==> src/rtl/alu_pkg.sv <==
// rtl/alu_pkg.sv - ALU opcodes, ctl/flag bit positions and controller state encoding
package alu_pkg;

  localparam logic [3:0] OP_NONE   = 4'b0000;
  localparam logic [3:0] OP_AND    = 4'b0011;
  localparam logic [3:0] OP_OR     = 4'b0100;
  localparam logic [3:0] OP_XOR    = 4'b0101;
  localparam logic [3:0] OP_ADD    = 4'b0110;
  localparam logic [3:0] OP_CMP    = 4'b0111;
  localparam logic [3:0] OP_ROL    = 4'b1000;
  localparam logic [3:0] OP_SLL    = 4'b1001;
  localparam logic [3:0] OP_ROR    = 4'b1010;
  localparam logic [3:0] OP_SRL    = 4'b1011;
  localparam logic [3:0] OP_INV    = 4'b1100;
  localparam logic [3:0] OP_BYPASS = 4'b1101;

  // ctl = {SLBIshift8, NegA, InvB, ALUOperation[3:0]}
  localparam int CTL_SLBI   = 6;
  localparam int CTL_NEGA   = 5;
  localparam int CTL_INVB   = 4;
  localparam int CTL_OP_MSB = 3;

  // flags = {SF, ZF, OF, CF}
  localparam int FLG_SF = 3;
  localparam int FLG_ZF = 2;
  localparam int FLG_OF = 1;
  localparam int FLG_CF = 0;

  typedef enum logic [1:0] {
    ST_IDLE = 2'd0,
    ST_EXEC = 2'd1,
    ST_RESP = 2'd2
  } state_e;

  function automatic logic op_has_result(input logic [3:0] op);
    case (op)
      OP_AND, OP_OR, OP_XOR, OP_ADD,
      OP_ROL, OP_SLL, OP_ROR, OP_SRL,
      OP_INV, OP_BYPASS: op_has_result = 1'b1;
      default:           op_has_result = 1'b0;
    endcase
  endfunction

  // Anything other than a clean 1 (0, X, Z) is stored as 0.
  function automatic logic clean_bit(input logic b);
    clean_bit = (b === 1'b1);
  endfunction

endpackage

==> src/rtl/rr_arb2.sv <==
// rtl/rr_arb2.sv - two-way round-robin grant; on a tie the port that was not granted last wins
module rr_arb2 (
  input  logic [1:0] req,
  input  logic       last_grant,
  output logic [1:0] gnt,
  output logic       winner,
  output logic       any
);

  always_comb begin
    gnt = req;
    if (req == 2'b11) begin
      gnt = last_grant ? 2'b01 : 2'b10;
    end
    winner = gnt[1];
    any    = |req;
  end

endmodule

==> src/rtl/alu_share_ctrl.sv <==
// rtl/alu_share_ctrl.sv - shares one ALU between two requesters, one operation in flight
module alu_share_ctrl
  import alu_pkg::*;
#(
  parameter int EXEC_LAT = 1,
  parameter int W        = 16
) (
  input  logic         clk,
  input  logic         rst,
  input  logic         req0_valid,
  output logic         req0_ready,
  input  logic [W-1:0] req0_oprA,
  input  logic [W-1:0] req0_oprB,
  input  logic [6:0]   req0_ctl,
  input  logic         req1_valid,
  output logic         req1_ready,
  input  logic [W-1:0] req1_oprA,
  input  logic [W-1:0] req1_oprB,
  input  logic [6:0]   req1_ctl,
  output logic         resp0_valid,
  input  logic         resp0_ready,
  output logic         resp1_valid,
  input  logic         resp1_ready,
  output logic [W-1:0] resp_out,
  output logic [3:0]   resp_flags,
  output logic [W-1:0] alu_oprA,
  output logic [W-1:0] alu_oprB,
  output logic [3:0]   alu_op,
  output logic         alu_slbi,
  output logic         alu_nega,
  output logic         alu_invb,
  input  logic [W-1:0] alu_out,
  input  logic         alu_sf,
  input  logic         alu_zf,
  input  logic         alu_of,
  input  logic         alu_cf
);

  localparam logic [3:0] CNT_INIT = 4'(EXEC_LAT - 1);

  state_e       state_q, state_d;
  logic         last_grant_q, last_grant_d;
  logic         grant_q, grant_d;
  logic [3:0]   cnt_q, cnt_d;
  logic [W-1:0] opr_a_q, opr_a_d;
  logic [W-1:0] opr_b_q, opr_b_d;
  logic [6:0]   ctl_q, ctl_d;
  logic [W-1:0] resp_out_q, resp_out_d;
  logic [3:0]   resp_flags_q, resp_flags_d;

  logic [1:0]   arb_gnt;
  logic         arb_winner;
  logic         arb_any;

  rr_arb2 u_arb (
    .req        ({req1_valid, req0_valid}),
    .last_grant (last_grant_q),
    .gnt        (arb_gnt),
    .winner     (arb_winner),
    .any        (arb_any)
  );

  always_ff @(posedge clk) begin
    if (rst) begin
      state_q      <= ST_IDLE;
      last_grant_q <= 1'b1;
      grant_q      <= 1'b0;
      cnt_q        <= '0;
      opr_a_q      <= '0;
      opr_b_q      <= '0;
      ctl_q        <= '0;
      resp_out_q   <= '0;
      resp_flags_q <= '0;
    end else begin
      state_q      <= state_d;
      last_grant_q <= last_grant_d;
      grant_q      <= grant_d;
      cnt_q        <= cnt_d;
      opr_a_q      <= opr_a_d;
      opr_b_q      <= opr_b_d;
      ctl_q        <= ctl_d;
      resp_out_q   <= resp_out_d;
      resp_flags_q <= resp_flags_d;
    end
  end

  always_comb begin
    state_d      = state_q;
    last_grant_d = last_grant_q;
    grant_d      = grant_q;
    cnt_d        = cnt_q;
    opr_a_d      = opr_a_q;
    opr_b_d      = opr_b_q;
    ctl_d        = ctl_q;
    resp_out_d   = resp_out_q;
    resp_flags_d = resp_flags_q;
    case (state_q)
      ST_IDLE: begin
        if (arb_any) begin
          opr_a_d = arb_winner ? req1_oprA : req0_oprA;
          opr_b_d = arb_winner ? req1_oprB : req0_oprB;
          ctl_d   = arb_winner ? req1_ctl  : req0_ctl;
          grant_d = arb_winner;
          cnt_d   = CNT_INIT;
          state_d = ST_EXEC;
        end
      end
      ST_EXEC: begin
        if (cnt_q != 4'd0) begin
          cnt_d = cnt_q - 4'd1;
        end else begin
          resp_out_d = op_has_result(ctl_q[CTL_OP_MSB:0]) ? alu_out : '0;
          resp_flags_d = '0;
          if (ctl_q[CTL_OP_MSB:0] != OP_NONE) begin
            resp_flags_d[FLG_SF] = clean_bit(alu_sf);
            resp_flags_d[FLG_ZF] = clean_bit(alu_zf);
            resp_flags_d[FLG_OF] = clean_bit(alu_of);
            resp_flags_d[FLG_CF] = clean_bit(alu_cf);
          end
          state_d = ST_RESP;
        end
      end
      ST_RESP: begin
        if (grant_q ? resp1_ready : resp0_ready) begin
          last_grant_d = grant_q;
          state_d      = ST_IDLE;
        end
      end
      default: state_d = ST_IDLE;
    endcase
  end

  // Ready is gated by rst so nothing looks accepted during a reset cycle.
  always_comb begin
    req0_ready  = 1'b0;
    req1_ready  = 1'b0;
    resp0_valid = 1'b0;
    resp1_valid = 1'b0;
    alu_oprA    = '0;
    alu_oprB    = '0;
    alu_op      = OP_NONE;
    alu_slbi    = 1'b0;
    alu_nega    = 1'b0;
    alu_invb    = 1'b0;
    case (state_q)
      ST_IDLE: begin
        req0_ready = !rst && arb_gnt[0];
        req1_ready = !rst && arb_gnt[1];
      end
      ST_EXEC: begin
        alu_oprA = opr_a_q;
        alu_oprB = opr_b_q;
        alu_op   = ctl_q[CTL_OP_MSB:0];
        alu_slbi = ctl_q[CTL_SLBI];
        alu_nega = ctl_q[CTL_NEGA];
        alu_invb = ctl_q[CTL_INVB];
      end
      ST_RESP: begin
        resp0_valid = !grant_q;
        resp1_valid = grant_q;
      end
      default: ;
    endcase
  end

  assign resp_out   = resp_out_q;
  assign resp_flags = resp_flags_q;

endmodule

==> config.mk <==
export PLATFORM = sky130hd
export DESIGN_NAME = alu_share_ctrl
export DESIGN_NICKNAME = d
export VERILOG_FILES = /design/src/rtl/alu_pkg.sv /design/src/rtl/rr_arb2.sv /design/src/rtl/alu_share_ctrl.sv
export SDC_FILE = /design/constraint.sdc
export NUM_CORES = 1
export LEC_CHECK = 0
export ABC_AREA = 1
export CAP_MARGIN = 20
export CORE_AREA = 2 2 99 82
export DETAILED_ROUTE_END_ITERATION = 10
export DIE_AREA = 0 0 101 84
export PLACE_DENSITY = 0.84
export SYNTH_ARGS = -nofsm -noshare
export SYNTH_HDL_FRONTEND = slang
export SYNTH_SLANG_ARGS = --single-unit
==> constraint.sdc <==
create_clock -name clk -period 4.1 [get_ports clk]
set_clock_uncertainty 0.15 [all_clocks]
set_input_delay 0.615 -clock clk [delete_from_list [all_inputs] [get_ports clk]]
set_output_delay 0.615 -clock clk [all_outputs]
set_load 0.02 [all_outputs]
### Yosys cells after proc, flatten, opt, wreduce, memory -nomap -nowiden

Memories as Yosys holds them, arrays and structs flattened. A register that Yosys moved wholly into a read port is not among the register bits.
Index checks and enable logic that the tools add are counted.

| word-level totals | value |
|---|---|
| register bits after elaboration | 67 |
| memories | 1 |
| logic and storage cells | 66 |
| input port bits | 104 |
| bits in read-only memories | 16 |
| latch bits | 0 |
| output and inout bits | 63 |
| RAM bits | 0 |

| operators by class | value |
|---|---|
| $lt $le $gt $ge | 0 |
| add/sub/neg operators | 1 |
| equal/unequal tests | 11 |
| div/mod/pow operators | 0 |
| multipliers | 0 |
| multiplexer cells | 29 |
| reduce and logical (&&, ||, !) cells | 14 |
| shift-type cells | 0 |
| bitwise gates (word level) | 1 |

Memories:

| memory | depth | bits a word | rd ports | clocked after Yosys merged registers in | write ports | line | text |
|---|---|---|---|---|---|---|---|
| (name not given) | 16 | 1 | 1 | 1 | 0 | alu_pkg.sv:36 | `case (op)` |

Operators by type and width:

| operator | number |
|---|---|
| $mux W16 | 5 |
| $mux W4 | 6 |
| $mux W1 | 10 |
| $mux W2 | 5 |
| $ne A2 B2 Y1 const B | 4 |
| $pmux W4 S2 | 1 |
| $reduce_bool A4 Y1 | 2 |
| $mux W7 | 1 |
| $pmux W2 S3 | 1 |
| $reduce_and A2 Y1 | 3 |
| $reduce_and A3 Y1 | 2 |
| $eq A2 B2 Y1 const B | 2 |
| $eqx A1 B1 Y1 const B | 4 |
| $sub A4 B1 Y4 const B | 1 |
| $eq A2 B1 Y1 const B | 1 |
| $logic_and A1 B1 Y1 | 2 |
| $logic_not A1 Y1 | 2 |
| $logic_not A2 Y1 | 1 |
| $reduce_bool A2 Y1 | 1 |
| $reduce_or A2 Y1 | 1 |
| $not A1 Y1 | 1 |

### Longest topological paths before layout

Gate-level depths: netlist of run 1.

| logic depth | value |
|---|---|
| depth in word-level cells | 5 |
| gate-level depth with buffers | 10 |
| mapped depth without buffers | 10 |

### Hierarchy

A second synthesis of run 1 with hierarchy kept.

| second synthesis, totals | value |
|---|---|
| cell total of the unflattened synthesis | 486 |
| area, all modules | 3258.1 µm² |

By module, submodules not included:

| module | times used | cells each | seq. area each (µm²) | area each (µm²) |
|---|---|---|---|---|
| alu_share_ctrl | 1 | 479 | 1361.3 | 3223.1 |
| rr_arb2 | 1 | 7 | 0.0 | 35.0 |

### Worst setup path after synthesis of run 1

Ideal clock, no wire load.

| path | value |
|---|---|
| kind | input -> output |
| start | input port req0_valid |
| end | output port req1_ready |
| cell stages on the path | 5 |
| path buffers | 2 |
| arrival time | 1.478 ns |
| setup slack | 1.857 ns |
| required time | 3.335 ns |
| path through | nand2_1 -> nand2_2 -> buf_2 -> buf_2 -> nor2_1 |

| on the way | value |
|---|---|
| longest elaborated chain between the ends | 4 |

Ends and longest elaborated chain:

| what | line | text |
|---|---|---|
| start: declaration | alu_share_ctrl.sv:10 | `input logic req0_valid,` |
| $eq A2 B2 Y1 | rr_arb2.sv:12 | `if (req == 2'b11) begin` |
| $mux W2 | rr_arb2.sv:12 |  |
| $logic_and A1 B1 Y1 | alu_share_ctrl.sv:148 | `req1_ready = !rst && arb_gnt[1];` |
| $mux W1 | alu_share_ctrl.sv:145 | `case (state_q)` |
| end: declaration | alu_share_ctrl.sv:16 | `output logic req1_ready,` |

No other way between the ends.

### Final worst setup path of run 1

| path | value |
|---|---|
| start | register state_q[0] |
| end | output port alu_oprA[10] |

| on the way | value |
|---|---|
| longest elaborated chain between the ends | 2 |

Ends and longest elaborated chain:

| what | line | text |
|---|---|---|
| start: declaration | alu_share_ctrl.sv:41 | `state_e state_q, state_d;` |
| start signal: assignment | alu_share_ctrl.sv:75 | `state_q <= state_d;` |
| $eq A2 B1 Y1 | alu_share_ctrl.sv:145 |  |
| $mux W16 | alu_share_ctrl.sv:145 |  |
| end: declaration | alu_share_ctrl.sv:26 | `output logic [W-1:0] alu_oprA,` |

No other way between the ends.

==> results of run 1 <==
-- final cells by class --
type | instances | area [um2] | share of cell area
tap | 93 | 116 | 0.0234
clock inverter | 6 | 63.8 | 0.0128
inverter | 64 | 240 | 0.0483
clock buffer | 10 | 138 | 0.0277
sequential | 68 | 1360 | 0.274
timing repair buffer | 171 | 1700 | 0.342
multi-input combinational | 289 | 1350 | 0.272
-- Yosys cell counts, drive strengths merged --
cell    number  share of area
a21oi       25          0.041
buf         15          0.025
clkbuf      12          0.015
dfxtp       68           0.44
ha           2         0.0081
inv         64          0.078
nand2       53          0.069
nand3       34          0.055
nand3b       1         0.0024
nand4        1         0.0020
nor2        93           0.12
nor3         3         0.0049
o211ai       1         0.0024
o21ai       40          0.065
o22ai       36          0.073
-- how the worst max path moves through the flow --
stage | slack (ps) | cells past startpoint | to
2_1_floorplan | 1860 | 5 | req1_ready
4_1_cts | 1070 | 6 | alu_oprA[5]
3_3_place_gp | 1210 | 11 | flip-flop
6_report | 1080 | 6 | alu_oprA[10]
3_5_place_dp | 1160 | 11 | flip-flop
5_1_grt | 900 | 6 | alu_oprA[5]
-- worst max-delay path, stage by stage (launching register included) --
cell and delay (ps):
dfxtp_1 350, inv_1 70, nor2_2 120, inv_1 260, buf_4 320, nor2_1 130, clkdlybuf4s50_1 650
-- through the flow --
stage / setup slack, ps / total power, mW / hold WS, ps
floorplan: 1860 / 1.30 / 306
global placement: 1210 / 1.59 / 302
finish: 1080 / 2.16 / 319
detailed placement: 1160 / 1.62 / 310
CTS: 1070 / 2.17 / 321
global route: 896 / 2.30 / 339
-- power by group --
group / internal, mW / switching [mW]
Clock: 0.296 / 0.253
Combinational: 0.326 / 0.454
Sequential: 0.774 / 0.0601
Total: 1.40 / 0.767
-- state kept, by name, summed over array words and instances (netlist names), named ones only --
signal and flops:
state_q 2, opr_a_q 16, opr_b_q 16, resp_out 16, cnt_q 4, resp_flags 4
ctl_q 7, last_grant_q 1, grant_q 1
-- per-layer routing --
layer	up-vias	wire [um]	GRT usage
met2	135	4760	0.396
met3	17	638	0.0578
met1	1599	4050	0.284
met4	0	213	0.0676
li1	1757	-	-
met5	-	0	0
-- cells by family (layout without fill, tap and decap cells) --
family,after synthesis,in the layout,synth area share
simple gates,185,185,0.250
fa+ha+maj,2,2,0.00814
compound gates,102,102,0.181
buf+inv,91,251,0.118
flops,68,68,0.443
==> flow_summary.yaml, run 1 <==
run_status:
  status: "complete, no violations"
synthesis:
  avgSynthCellArea_um2: 6.86
  yosys_warnings: 0
  synth_cell_type_count: 23
  ys_seq_elements: 68
  syn_inst: 448
  syn-cell-area_um2: 3080
  yosysSeqAreaShare: 0.443
  synth_fp_nets: 554
detailed_routing:
  dr.first_iter.drc_count: 173
  ant_nets: 0
  drc: 0
  routed_wirelength_um: 9660
  wl_per_cell_um: 13.8
  viasPerCell: 5.00
  via_count: 3508
  dr.pass1.iters: 5
grt:
  antenna_found_initial: 0
  grt_pass1_wl_um: 15800
  grt_use_total: 0.231
  gr-total-overflow: 0
  first_global_vias: 3449
  grt_max_degree: 43
place:
  dp_hpwl_um: 7130
  placed_area_um2: 4770
  gp_congestion: 0.899
  dp.cells: 685
  portBuffers: 166
clock_network:
  cts_hold_buf: 0
  clock-root-buffer: "clkbuf_8"
  cts_made_buffers: 9
  path_clk_slew_ps: 70
  clock_sinks: 68
  post_cts_resized: 0
  htreeDepth: 3
  cts_tree: "built"
  clk_latency_ps: 340
  post_cts_buffers: 0
  clock_path_buffers: 2
worst_setup_path:
  regToRegStartpoint: "state_q[0]$_SDFFE_PP0P_"
  critPathArrivalTime_ps: 2250
  cp_max_fo: 25
  r2r_cells: 8
  critPathLaunch: "state_q[0]$_SDFFE_PP0P_"
  endpoint_kind: "output pin"
  crit_path_start_kind: "flip-flop"
  rrSetupSlack_ps: 1900
  crit_type: "flip-flop to output pin"
  rr_endpoint: "resp_out[9]$_SDFFE_PP0P_"
  required_ps: 3340
timing:
  setup_viol: 0
  max-slew-margin-rel: 0.554
  finalHoldViolations: 0
  rsz0062_at_grt: "false"
  worstMarginPinSlew_ps: 668
  fin_crit_ps: 3020
  maxSlewViolCount: 0
  max_freq_mhz: 332
  finalCritPeriodShare: 0.736
  setup_tns_ps: 0
cells_and_area:
  final_cells: 701
  nets: 709
  layout_commonest_cell: "clkdlybuf4s50_1"
  area_growth_pct: 61.6
  antennaDiodeCount: 0
  post-route-util: 0.652
  fill_cells: 659
  stdcell_area_um2: 4970
  drive_above_1_share: 0.0461
  final_cell_mix: "clkdlybuf4s50_1 (166), nor2_1 (91), dfxtp_1 (68)"
floorplan:
  dieArea_um2: 8480
  dieWidth_um: 101
  pin_count: 167
  design.core.area_um2: 7620
  floorplan.initialDensity: 0.404
  rows: 29
  die_h_um: 84
pwr:
  ir_worst_vdd_mv: 0.236
  cellLeakagePower_nw: 1.92
  p_per_area_nw_per_um2: 435
worst_hold_path:
  holdPathStages: 2
  min_path_type: "flip-flop to flip-flop"
  worstHoldStart: "resp_out[11]$_SDFFE_PP0P_"
  holdPathEnd: "resp_out[11]$_SDFFE_PP0P_"
job:
  drv_cap: 0
Note: power is estimated with default switching activity, not from simulation.
==> inputs of run 2 (changes only) <==
--- a/config.mk
+++ b/config.mk
@@ -7,10 +7,10 @@
 export LEC_CHECK = 0
 export ABC_AREA = 1
 export CAP_MARGIN = 20
-export CORE_AREA = 2 2 99 82
+export CORE_AREA = 2 2 103 85
 export DETAILED_ROUTE_END_ITERATION = 10
-export DIE_AREA = 0 0 101 84
-export PLACE_DENSITY = 0.84
+export DIE_AREA = 0 0 105 87
+export PLACE_DENSITY = 0.79
 export SYNTH_ARGS = -nofsm -noshare
 export SYNTH_HDL_FRONTEND = slang
 export SYNTH_SLANG_ARGS = --single-unit
==> constraint.sdc (replaced) <==
create_clock -name clk -period 3 [get_ports clk]
set_clock_uncertainty 0.15 [all_clocks]
set_input_delay 0.45 -clock clk [delete_from_list [all_inputs] [get_ports clk]]
set_output_delay 0.45 -clock clk [all_outputs]
set_load 0.02 [all_outputs]
==> run 2 against run 1 <==
Compared with the run above: worst setup slack got worse by 850 ps; final cell count increased by 3.0%; flip-flop and latch count unchanged; power increased by 33%.
==> flow_summary.yaml, run 2 (synthesized netlist as in run 1, its figures left out) <==
clock_network:
  clock-root-buffer: "clkbuf_8"
  post_cts_resized: 0
  cts_made_buffers: 9
  cts_hold_buf: 0
  clock_path_buffers: 2
  post_cts_buffers: 0
  path_clk_slew_ps: 70
  htreeDepth: 3
  clk_latency_ps: 340
  clock_sinks: 68
  cts_tree: "built"
worst_setup_path:
  crit_type: "flip-flop to output pin"
  required_ps: 2400
  regToRegStartpoint: "state_q[0]$_SDFFE_PP0P_"
  critPathSlowestCell: "clkdlybuf4s50_1"
  crit_path_start_kind: "flip-flop"
  r2r_cells: 8
  crit_path_frequent_cell: "inv_1"
  cp_cell_sequence: "inv_1 > nor2_2 > inv_1 > buf_4 > nor2_1 > clkdlybuf4s50_1"
  crit_end: "alu_nega"
  endpoint_kind: "output pin"
  rr_endpoint: "resp_out[12]$_SDFFE_PP0P_"
  critPathMaxStageDelay_ps: 630
  critPathArrivalTime_ps: 2170
  rrSetupSlack_ps: 960
  cp_max_fo: 32
  critPathLaunch: "state_q[0]$_SDFFE_PP0P_"
grt:
  antenna_found_initial: 0
  grt_use_total: 0.212
  grt_max_degree: 43
  gr-total-overflow: 0
  first_global_vias: 3436
  grt_pass1_wl_um: 15800
detailed_routing:
  dr.first_iter.drc_count: 121
  dr.pass1.iters: 4
  via_count: 3488
  routed_wirelength_um: 9760
  viasPerCell: 4.83
  drc: 0
  wl_per_cell_um: 13.5
  ant_nets: 0
place:
  portBuffers: 166
  dp_hpwl_um: 7040
  gp_congestion: 0.861
  place_ws_ps: 440
timing:
  finalCritPeriodShare: 0.923
  fin_crit_ps: 2770
  maxSlewViolCount: 0
  max_freq_mhz: 361
  max-slew-margin-rel: 0.580
  worstMarginPinSlew_ps: 629
  worst_slack_ps: 232
  rsz0062_at_grt: "false"
  finalHoldViolations: 0
  setup_tns_ps: 0
  setup_viol: 0
cells_and_area:
  area_growth_pct: 62.1
  nets: 712
  drive_above_1_share: 0.0459
  layout_commonest_cell: "clkdlybuf4s50_1"
  final_cell_mix: "clkdlybuf4s50_1 (166), nor2_1 (91), dfxtp_1 (68)"
  fill_cells: 773
  antennaDiodeCount: 0
pwr:
  clkPwrFrac: 0.234
  cellLeakagePower_nw: 1.92
  p_sw_frac: 0.357
  intPower_mw: 1.85
  p_comb_frac: 0.370
  p_per_area_nw_per_um2: 576
  ir_worst_vdd_mv: 0.268
  p_sw_mw: 1.03
  power.share.sequential: 0.395
worst_hold_path:
  holdPathStages: 2
  min_path_type: "flip-flop to flip-flop"
floorplan:
  dieWidth_um: 105
  die_h_um: 87
  design.core.area_um2: 8180
  dieArea_um2: 9140
  rows: 30
  floorplan.initialDensity: 0.376
  pin_count: 167
run_status:
  status: "complete, no violations"
job:
  drv_cap: 0
## run 2: cell types whose count changed in the layout (fill, tap and decap cells not counted)
cell	before	now
buf_4	5	8
clkbuf_1	0	2
clkinvlp_4	2	0
bufinv_16	1	0
clkbuf_8	10	11
clkinv_4	1	0
## run 2: layer usage
metal	GRT usage	part of all wire	vias to the layer above
li1	-	-	1757
met1	0.261	0.45	1594
met2	0.364	0.47	113
met3	0.0389	0.047	24
met4	0.0982	0.029	0
met5	0	0	-
## run 2: layout make-up
cell class / count / area, um2 / area share
tap: 112 / 140 / 0.0281
timing repair buffer: 174 / 1720 / 0.345
clock buffer: 13 / 159 / 0.0319
clock inverter: 2 / 10.0 / 0.00201
inverter: 64 / 240 / 0.0482
multi-input combinational: 289 / 1350 / 0.271
sequential: 68 / 1360 / 0.273
## run 2: worst min-delay path by stage
stage                                to                startpoint  slack (ps)
2_1_floorplan  opr_a_q[10]$_SDFFE_PP0N_  opr_a_q[10]$_SDFFE_PP0N_         310
3_3_place_gp   resp_out[7]$_SDFFE_PP0P_  resp_out[7]$_SDFFE_PP0P_         300
3_5_place_dp   resp_out[7]$_SDFFE_PP0P_  resp_out[7]$_SDFFE_PP0P_         310
4_1_cts        resp_out[7]$_SDFFE_PP0P_  resp_out[7]$_SDFFE_PP0P_         320
5_1_grt        resp_out[9]$_SDFFE_PP0P_  resp_out[9]$_SDFFE_PP0P_         330
6_report       resp_out[7]$_SDFFE_PP0P_  resp_out[7]$_SDFFE_PP0P_         320
## run 2: through the flow
stage | instance area [um2] | power [mW] | util | hold WS, ps | cells
final | 4980 | 2.87 | 0.609 | 315 | 722
after global routing | 4980 | 3.05 | 0.609 | 326 | 722
after CTS | 4980 | 2.89 | 0.609 | 317 | 722
after detailed placement | 4820 | 2.22 | 0.589 | 306 | 707
after global placement | 4820 | 2.19 | 0.589 | 302 | 707
after floorplan | 3080 | 1.78 | - | 306 | 448
## run 2: power by group through the flow
stage	Sequential, mW	Combinational [mW]	Clock [mW]
2_1_floorplan	1.15	0.627	0
3_3_place_gp	1.15	1.04	0
3_5_place_dp	1.16	1.07	0
4_1_cts	1.14	1.07	0.685
5_1_grt	1.15	1.17	0.722
6_report	1.14	1.06	0.673
## run 2: worst max-delay path: cells and delay by family (launching register included)
| family | cells | cell delay [ps] |
|---|---|---|
| simple gates | 2 | 280 |
| buf+inv | 4 | 1170 |
| flops | 1 | 360 |
